## src/rtl/muldiv_seq.sv

```systemverilog
`default_nettype none
// ============================================================================
//  Module      : muldiv_seq
//  Description : Multi-cycle unsigned multiply/divide sequencer that owns the
//                HI/LO special registers. MULTU uses a shift-add multiplier.
//                DIVU uses a restoring divider. Both take one step per cycle
//                and WIDTH steps in total. Divide-by-zero finishes straight
//                away with HI=a and LO=all ones. While an operation is in
//                flight, HI/LO accesses and new starts stall the CPU.
//  Revision    : 1.0  initial release
// ============================================================================
module muldiv_seq #(
    parameter int WIDTH = 32
) (
    input  logic             clk,
    input  logic             reset,
    input  logic             start_i,
    input  logic             op_i,
    input  logic [WIDTH-1:0] a_i,
    input  logic [WIDTH-1:0] b_i,
    input  logic             mf_req_i,
    input  logic             mf_hi_i,
    input  logic             mt_we_i,
    input  logic             mt_hi_i,
    input  logic [WIDTH-1:0] wdata_i,
    output logic [WIDTH-1:0] rdata_o,
    output logic             busy_o,
    output logic             done_o,
    output logic             stall_o
);

    // Step counter holds 0..WIDTH-1 plus one spare bit, so it never wraps.
    localparam int CNT_W = $clog2(WIDTH) + 1;
    localparam logic [CNT_W-1:0] c_LAST_STEP = CNT_W'(WIDTH - 1);
    localparam logic [CNT_W-1:0] c_CNT_ONE   = CNT_W'(1);

    typedef enum logic [1:0] {
        S_IDLE = 2'd0,
        S_MUL  = 2'd1,
        S_DIV  = 2'd2,
        S_DONE = 2'd3
    } state_t;

    state_t             state_q;
    logic [CNT_W-1:0]   count_q;
    logic [WIDTH-1:0]   hi_q;
    logic [WIDTH-1:0]   lo_q;
    logic               busy_q;
    logic               done_q;

    // Private working registers. They are never visible on rdata.
    // operand_q holds the multiplicand for MULTU and the divisor for DIVU.
    logic [WIDTH-1:0]   operand_q;
    logic [2*WIDTH-1:0] prod_q;      // upper half = partial sum, lower = multiplier
    logic [WIDTH-1:0]   rem_q;
    logic [WIDTH-1:0]   quo_q;

    // Next-step datapath values
    logic [WIDTH:0]     w_mul_sum;
    logic [2*WIDTH-1:0] w_prod_step;
    logic [WIDTH:0]     w_rem_sh;
    logic               w_div_fits;
    logic [WIDTH-1:0]   w_rem_sub;
    logic [WIDTH-1:0]   w_rem_step;
    logic [WIDTH-1:0]   w_quo_step;
    logic               w_can_accept;

    // One shift-add multiply step and one restoring divide step, from current state
    always_comb begin
        // Multiply: conditionally add the multiplicand to the upper half, then
        // shift right with the carry entering the MSB.
        w_mul_sum = {1'b0, prod_q[2*WIDTH-1:WIDTH]};
        if (prod_q[0]) begin
            w_mul_sum = w_mul_sum + {1'b0, operand_q};
        end
        w_prod_step = {w_mul_sum, prod_q[WIDTH-1:1]};

        // Divide: shift {rem,quo} left. The shifted remainder needs one
        // extra bit, because it can reach 2*divisor-1.
        w_rem_sh   = {rem_q, quo_q[WIDTH-1]};
        w_div_fits = (w_rem_sh >= {1'b0, operand_q});
        // When the divisor fits, the difference is below 2^WIDTH, so the
        // truncated subtraction is exact.
        w_rem_sub  = w_rem_sh[WIDTH-1:0] - operand_q;
        w_rem_step = w_div_fits ? w_rem_sub : w_rem_sh[WIDTH-1:0];
        w_quo_step = {quo_q[WIDTH-2:0], w_div_fits};
    end

    assign w_can_accept = (state_q == S_IDLE) || (state_q == S_DONE);

    // Sequencer FSM: start acceptance, arithmetic steps, HI/LO updates and MTHI/MTLO
    always_ff @(posedge clk or posedge reset) begin
        if (reset) begin
            state_q   <= S_IDLE;
            count_q   <= '0;
            hi_q      <= '0;
            lo_q      <= '0;
            busy_q    <= 1'b0;
            done_q    <= 1'b0;
            operand_q <= '0;
            prod_q    <= '0;
            rem_q     <= '0;
            quo_q     <= '0;
        end else begin
            done_q <= 1'b0;
            case (state_q)
                S_IDLE, S_DONE: begin
                    if (start_i) begin
                        // A start accepted here wins over a simultaneous MTHI/MTLO
                        count_q <= '0;
                        if (!op_i) begin
                            operand_q <= a_i;
                            prod_q    <= {{WIDTH{1'b0}}, b_i};
                            state_q   <= S_MUL;
                            busy_q    <= 1'b1;
                        end else if (b_i != '0) begin
                            operand_q <= b_i;
                            rem_q     <= '0;
                            quo_q     <= a_i;
                            state_q   <= S_DIV;
                            busy_q    <= 1'b1;
                        end else begin
                            // Divide by zero: this result needs no iteration
                            hi_q    <= a_i;
                            lo_q    <= '1;
                            state_q <= S_DONE;
                            done_q  <= 1'b1;
                        end
                    end else begin
                        state_q <= S_IDLE;
                        if (mt_we_i) begin
                            if (mt_hi_i) begin
                                hi_q <= wdata_i;
                            end else begin
                                lo_q <= wdata_i;
                            end
                        end
                    end
                end

                S_MUL: begin
                    prod_q  <= w_prod_step;
                    count_q <= count_q + c_CNT_ONE;
                    if (count_q == c_LAST_STEP) begin
                        hi_q    <= w_prod_step[2*WIDTH-1:WIDTH];
                        lo_q    <= w_prod_step[WIDTH-1:0];
                        state_q <= S_DONE;
                        busy_q  <= 1'b0;
                        done_q  <= 1'b1;
                    end
                end

                S_DIV: begin
                    rem_q   <= w_rem_step;
                    quo_q   <= w_quo_step;
                    count_q <= count_q + c_CNT_ONE;
                    if (count_q == c_LAST_STEP) begin
                        hi_q    <= w_rem_step;
                        lo_q    <= w_quo_step;
                        state_q <= S_DONE;
                        busy_q  <= 1'b0;
                        done_q  <= 1'b1;
                    end
                end

                default: begin
                    state_q <= S_IDLE;
                    busy_q  <= 1'b0;
                end
            endcase
        end
    end

    // rdata follows HI/LO directly, so DONE already shows the new result
    assign rdata_o = mf_hi_i ? hi_q : lo_q;
    assign busy_o  = busy_q;
    assign done_o  = done_q;
    assign stall_o = busy_q & (start_i | mf_req_i | mt_we_i);

    // w_can_accept documents the accepting states. The case labels above use the same states.
    logic w_unused;
    assign w_unused = w_can_accept;

endmodule
`default_nettype wire
```

## config.mk

```make
export PLATFORM = sky130hd
export DESIGN_NAME = muldiv_seq
export DESIGN_NICKNAME = d
export VERILOG_FILES = /design/src/rtl/muldiv_seq.sv
export SDC_FILE = /design/constraint.sdc
export NUM_CORES = 1
export LEC_CHECK = 0
export ABC_AREA = 1
export CORE_ASPECT_RATIO = 1.1
export CORE_MARGIN = 4
export CORE_UTILIZATION = 37
export DETAILED_ROUTE_END_ITERATION = 7
export PLACE_DENSITY = 0.66
export SLEW_MARGIN = 20
export SYNTH_ARGS = -nofsm -noshare
export SYNTH_HDL_FRONTEND = slang
export SYNTH_SLANG_ARGS = --single-unit
```

## constraint.sdc

```tcl
create_clock -name clk -period 10.55 [get_ports clk]
set_input_delay 1.5825 -clock clk [delete_from_list [all_inputs] [get_ports clk]]
set_output_delay 1.5825 -clock clk [all_outputs]
set_load 0.01 [all_outputs]
```

=== Yosys cells after proc, flatten, opt, wreduce, memory -nomap -nowiden ===
Index checks and enable logic that the tools add are counted.

* Bits in registers: 234
* Logic and storage cells: 96
* Memory bits (read-only): 0
* Memories kept: 0
* Output and inout port bits: 35
* Memory bits (writable): 0
* Latch bits: 0

* Bitwise logic cells: 3
* Shifts and indexed selects: 0
* Equality and inequality tests: 18
* Muxes and demuxes: 49
* Multipliers: 0
* Add/subtract/negate cells: 3
* Divide/modulo/power cells: 0
* Reduce and logical (&&, ||, !) cells: 12
* $lt $le $gt $ge: 1

{| class="wikitable"
|+ Operator list
! cell !! count
|-
| two-way mux 32 bit || 24
|-
| case mux 32 bit (3 select lines) || 2
|-
| two-way mux 64 bit || 2
|-
| case mux 32 bit (2 select lines) || 2
|-
| case mux 64 bit (2 select lines) || 1
|-
| adder 32 x 32 -> 33 bit || 1
|-
| >= comparator 33 x 32 -> 1 bit || 1
|-
| two-way mux 33 bit || 1
|-
| nonzero test 32 bit || 1
|-
| subtractor 32 bit || 1
|-
| inequality test 3 bit (second input constant) || 6
|-
| inequality test 2 bit (second input constant) || 6
|-
| case mux 6 bit (2 select lines) || 1
|-
| AND reduction 6 bit || 2
|-
| two-way mux 1 bit || 9
|-
| AND reduction 3 bit || 3
|-
| adder 6 x 1 -> 6 bit (second input constant) || 1
|-
| == test 6 x 5 -> 1 bit (second input constant) || 1
|-
| two-way mux 2 bit || 3
|-
| two-way mux 6 bit || 1
|-
| == test 2 bit (second input constant) || 2
|-
| inequality test 2 x 1 -> 1 bit (second input constant) || 2
|-
| case mux 1 bit (2 select lines) || 2
|-
| case mux 2 bit (2 select lines) || 1
|-
| 7 further kinds || 10
|}

=== Logic depth before layout (Yosys ltp) ===
* Depth in word-level cells: 5
* Depth in mapped cells: 18
* Gate-level depth less buffers: 18

=== Worst setup path before layout ===
No wires, ideal clock.

* Kind: input to output
* Start point: input mf_hi_i
* End point: output rdata_o[0]
* Buffers on the path: 2
* Slack: 6.676 ns
* Stages: 4
* Arrival time: 2.291 ns
* Cells stage by stage: clkbuf_1 > clkbuf_1 > nand2_1 > o21ai_0

* Cells in the longest elaborated chain, start to end: 1

{| class="wikitable"
|+ RTL lines
! item !! line !! text
|-
| start: declaration || 22 || <nowiki>input logic mf_hi_i,</nowiki>
|-
| two-way mux 32 bit || 175 || <nowiki>assign rdata_o = mf_hi_i ? hi_q : lo_q;</nowiki>
|-
| end: declaration || 26 || <nowiki>output logic [WIDTH-1:0] rdata_o,</nowiki>
|}

Every way passes these cells.

=== Worst setup path after layout ===
* Start point: input start_i
* End point: output stall_o

* Cells in the longest elaborated chain, start to end: 3

{| class="wikitable"
|+ RTL lines
! item !! line !! text
|-
| start: declaration || 17 || <nowiki>input logic start_i,</nowiki>
|-
| bitwise OR 1 bit (2 in a row) || 178 || <nowiki>assign stall_o = busy_q & (start_i | mf_req_i | mt_we_i);</nowiki>
|-
| bitwise AND 1 bit || 178 ||
|-
| end: declaration || 29 || <nowiki>output logic stall_o</nowiki>
|}

Every way passes these cells.

==> metrics <==
status finished clean; Site Rows 83; Hold Crit Class flop to flop; Peak VDD IR 0.2001 mV; asr flop ratio synth 1.000; max-slew violations 0; Yosys top cell area share 0.3320; max-cap violations 0; vias in the first global route 17674; Syn Inst Count 2743; Seq cells post-synth 234; Top Layer Used met4; number of H-tree levels 1; Commonest cells post-synth nand2_1 (976), inv_1 (441), o21ai_0 (248); Final period util 0.4580; DRT Pass-1 Iters 6; initial antenna violation count 0; core box area 0.04694 sq mm; antenna-violating nets left 0; Root Buffer Master clkbuf_16; Ys Warns 0; Clock Sinks 234; crit path kind input port to primary output; pin count of the biggest net entering global routing 104; clock skew 0.01652 ns; WL met2 29.17 mm; P&R area growth vs syn 14.93%; # port buffers 138; total grt overflow 0; Seq/Total Area, Yosys 0.3320; number of flops mapped to enable cells by yosys 0; gpl congestion 0.9673; DRC 0; crit end category primary output; area leader, netlist dfrtp_1; Final HPWL DP 46.36 mm; Pwr Density 338.4 mW/mm^2; Total Routed Length 62.10 mm; Iter 0 DRT Violations 1631; DIE AREA 0.05123 sq mm; count of cell types in the netlist 50; Critical Path Source Type input port; Worst Tran Pin Value 1.105 ns; Syn Std Cell Area 0.01764 sq mm; Avg Cell Area, Syn 6.430 sq um; Max clock buf depth 3; antenna cells 0; DIE HEIGHT 237.0 um; metal3 WL 4.072 mm; worst-skew pair later-pin latency 0.55 ns; syn nets 2916; die outline width 216.2 um; final hold vios 0; Num CTS Buffers 27; CTS tree done; Static Leak 10.66 nW; postcts setup bufs 0; relative slew slack 0.2587; Nets 2988; Total GRT Usage 0.2362; vias per inst 5.185; Final Critical Period 4.831 ns; ratio of cells with drive above 1 in the final layout 0.04764; Initial Utilization 0.3757; first-pass GRT wire length 97.91 mm; DR WL/cell 17.89 um; Setup TNS Final 0 ns; largest fanout on the critical path 17; RSZ-0062 raised after global routing false; Worst Path Arrival 3.25 ns; I/O pin total 139; Clock transition at path regs 0.06 ns; fmax 207.0 MHz; CTS resizes 0; Main synth FF type dfrtp_1; final number of setup-violating endpoints 0; met1 wire length 26.43 mm; ranking of synthesized cells by area dfrtp_1 (33%), nand2_1 (21%), inv_1 (9.4%); via count 17996; most numerous cell in the Yosys netlist nand2_1; hold_buf cts 0; CP required 8.97 ns; WHS 0.5074 ns
## flip-flops by register name, summed over array words and instances (netlist names)
register and count:
rem_q 32, done_o 1, prod_q 64, operand_q 32, quo_q 32, busy_o 1
count_q 6, lo_q 32, hi_q 32, state_q 2
## worst paths after layout
kind                                 start   endpoint  slack (ns)  cells after the start
worst max-delay path               start_i    stall_o        5.72                      4
worst min-delay path              rem_q[3]   rem_q[3]        0.51                      2
worst max register to register  state_q[0]  rem_q[20]        6.26                     14
worst min register to register    rem_q[3]   rem_q[3]        0.51                      2
max in group asynchronous            reset  prod_q[0]        7.44                      3
min in group asynchronous            reset   lo_q[24]        1.56                      2
## routing by layer
layer,global-route usage,vias to the layer above
met5,0,-
met4,0.08458,0
met3,0.02888,125
met2,0.3962,681
met1,0.3146,8442
li1,-,8748
## critical path: stages
cell,delay (ns)
clkdlybuf4s50_1,0.87
nor2_1,0.11
a21oi_1,0.14
clkdlybuf4s50_1,0.55
## through the flow
| step | std cells | cell area [sq um] | power (mW) | utilization | worst slack [ns] |
|---|---|---|---|---|---|
| final | 3471 | 20270 | 6.859 | 0.4318 | 5.719 |
| after global routing | 3471 | 20270 | 7.467 | 0.4318 | 5.659 |
| after CTS | 3471 | 20270 | 6.831 | 0.4318 | 5.489 |
| after detailed placement | 3423 | 19390 | 5.846 | 0.4131 | 5.504 |
| after global placement | 3423 | 19390 | 5.756 | 0.4131 | 5.506 |
| after floorplan | 2743 | 17640 | 4.658 | - | 2.550 |
## area by class of cell
type	instances	area (sq um)
clock buffer	37	753.2
clock inverter	11	121.4
fill	4968	26670
inverter	446	1682
multi-input combinational	1954	9580
sequential	234	5857
tap	637	797.0
timing repair buffer	152	1479
## where the power goes
group / switching, mW / internal [mW] / leakage, nW
Combinational: 2.91 / 1.40 / 7.35
Sequential: 0.268 / 1.32 / 2.88
Clock: 0.404 / 0.549 / 0.426
Total: 3.58 / 3.28 / 10.7
## logic make-up (layout without fill, tap and decap cells)
logic type | count (synthesis) | count (layout) | synth area share
and+or+nand+nor | 1402 | 1402 | 0.3243
buffers and inverters | 555 | 646 | 0.1254
AOI/OAI and AO/OA | 443 | 443 | 0.1469
DFF | 234 | 234 | 0.3320
adders and majority gates | 69 | 69 | 0.04980
xor gates and xnor gates | 28 | 28 | 0.01390
muxes | 12 | 12 | 0.007662
## placed cells by master (no fill, tap or decap), types with 27 or more instances in the layout
cell               n
nor2_1           230
a21oi_1           49
nand3_1          101
clkbuf_16         27
inv_1            438
nand2_1          976
dfrtp_1          233
a31oi_1           50
ha_1              66
o21ai_0          248
clkdlybuf4s50_1  136
No activity file was read; power rests on OpenSTA's default activity.
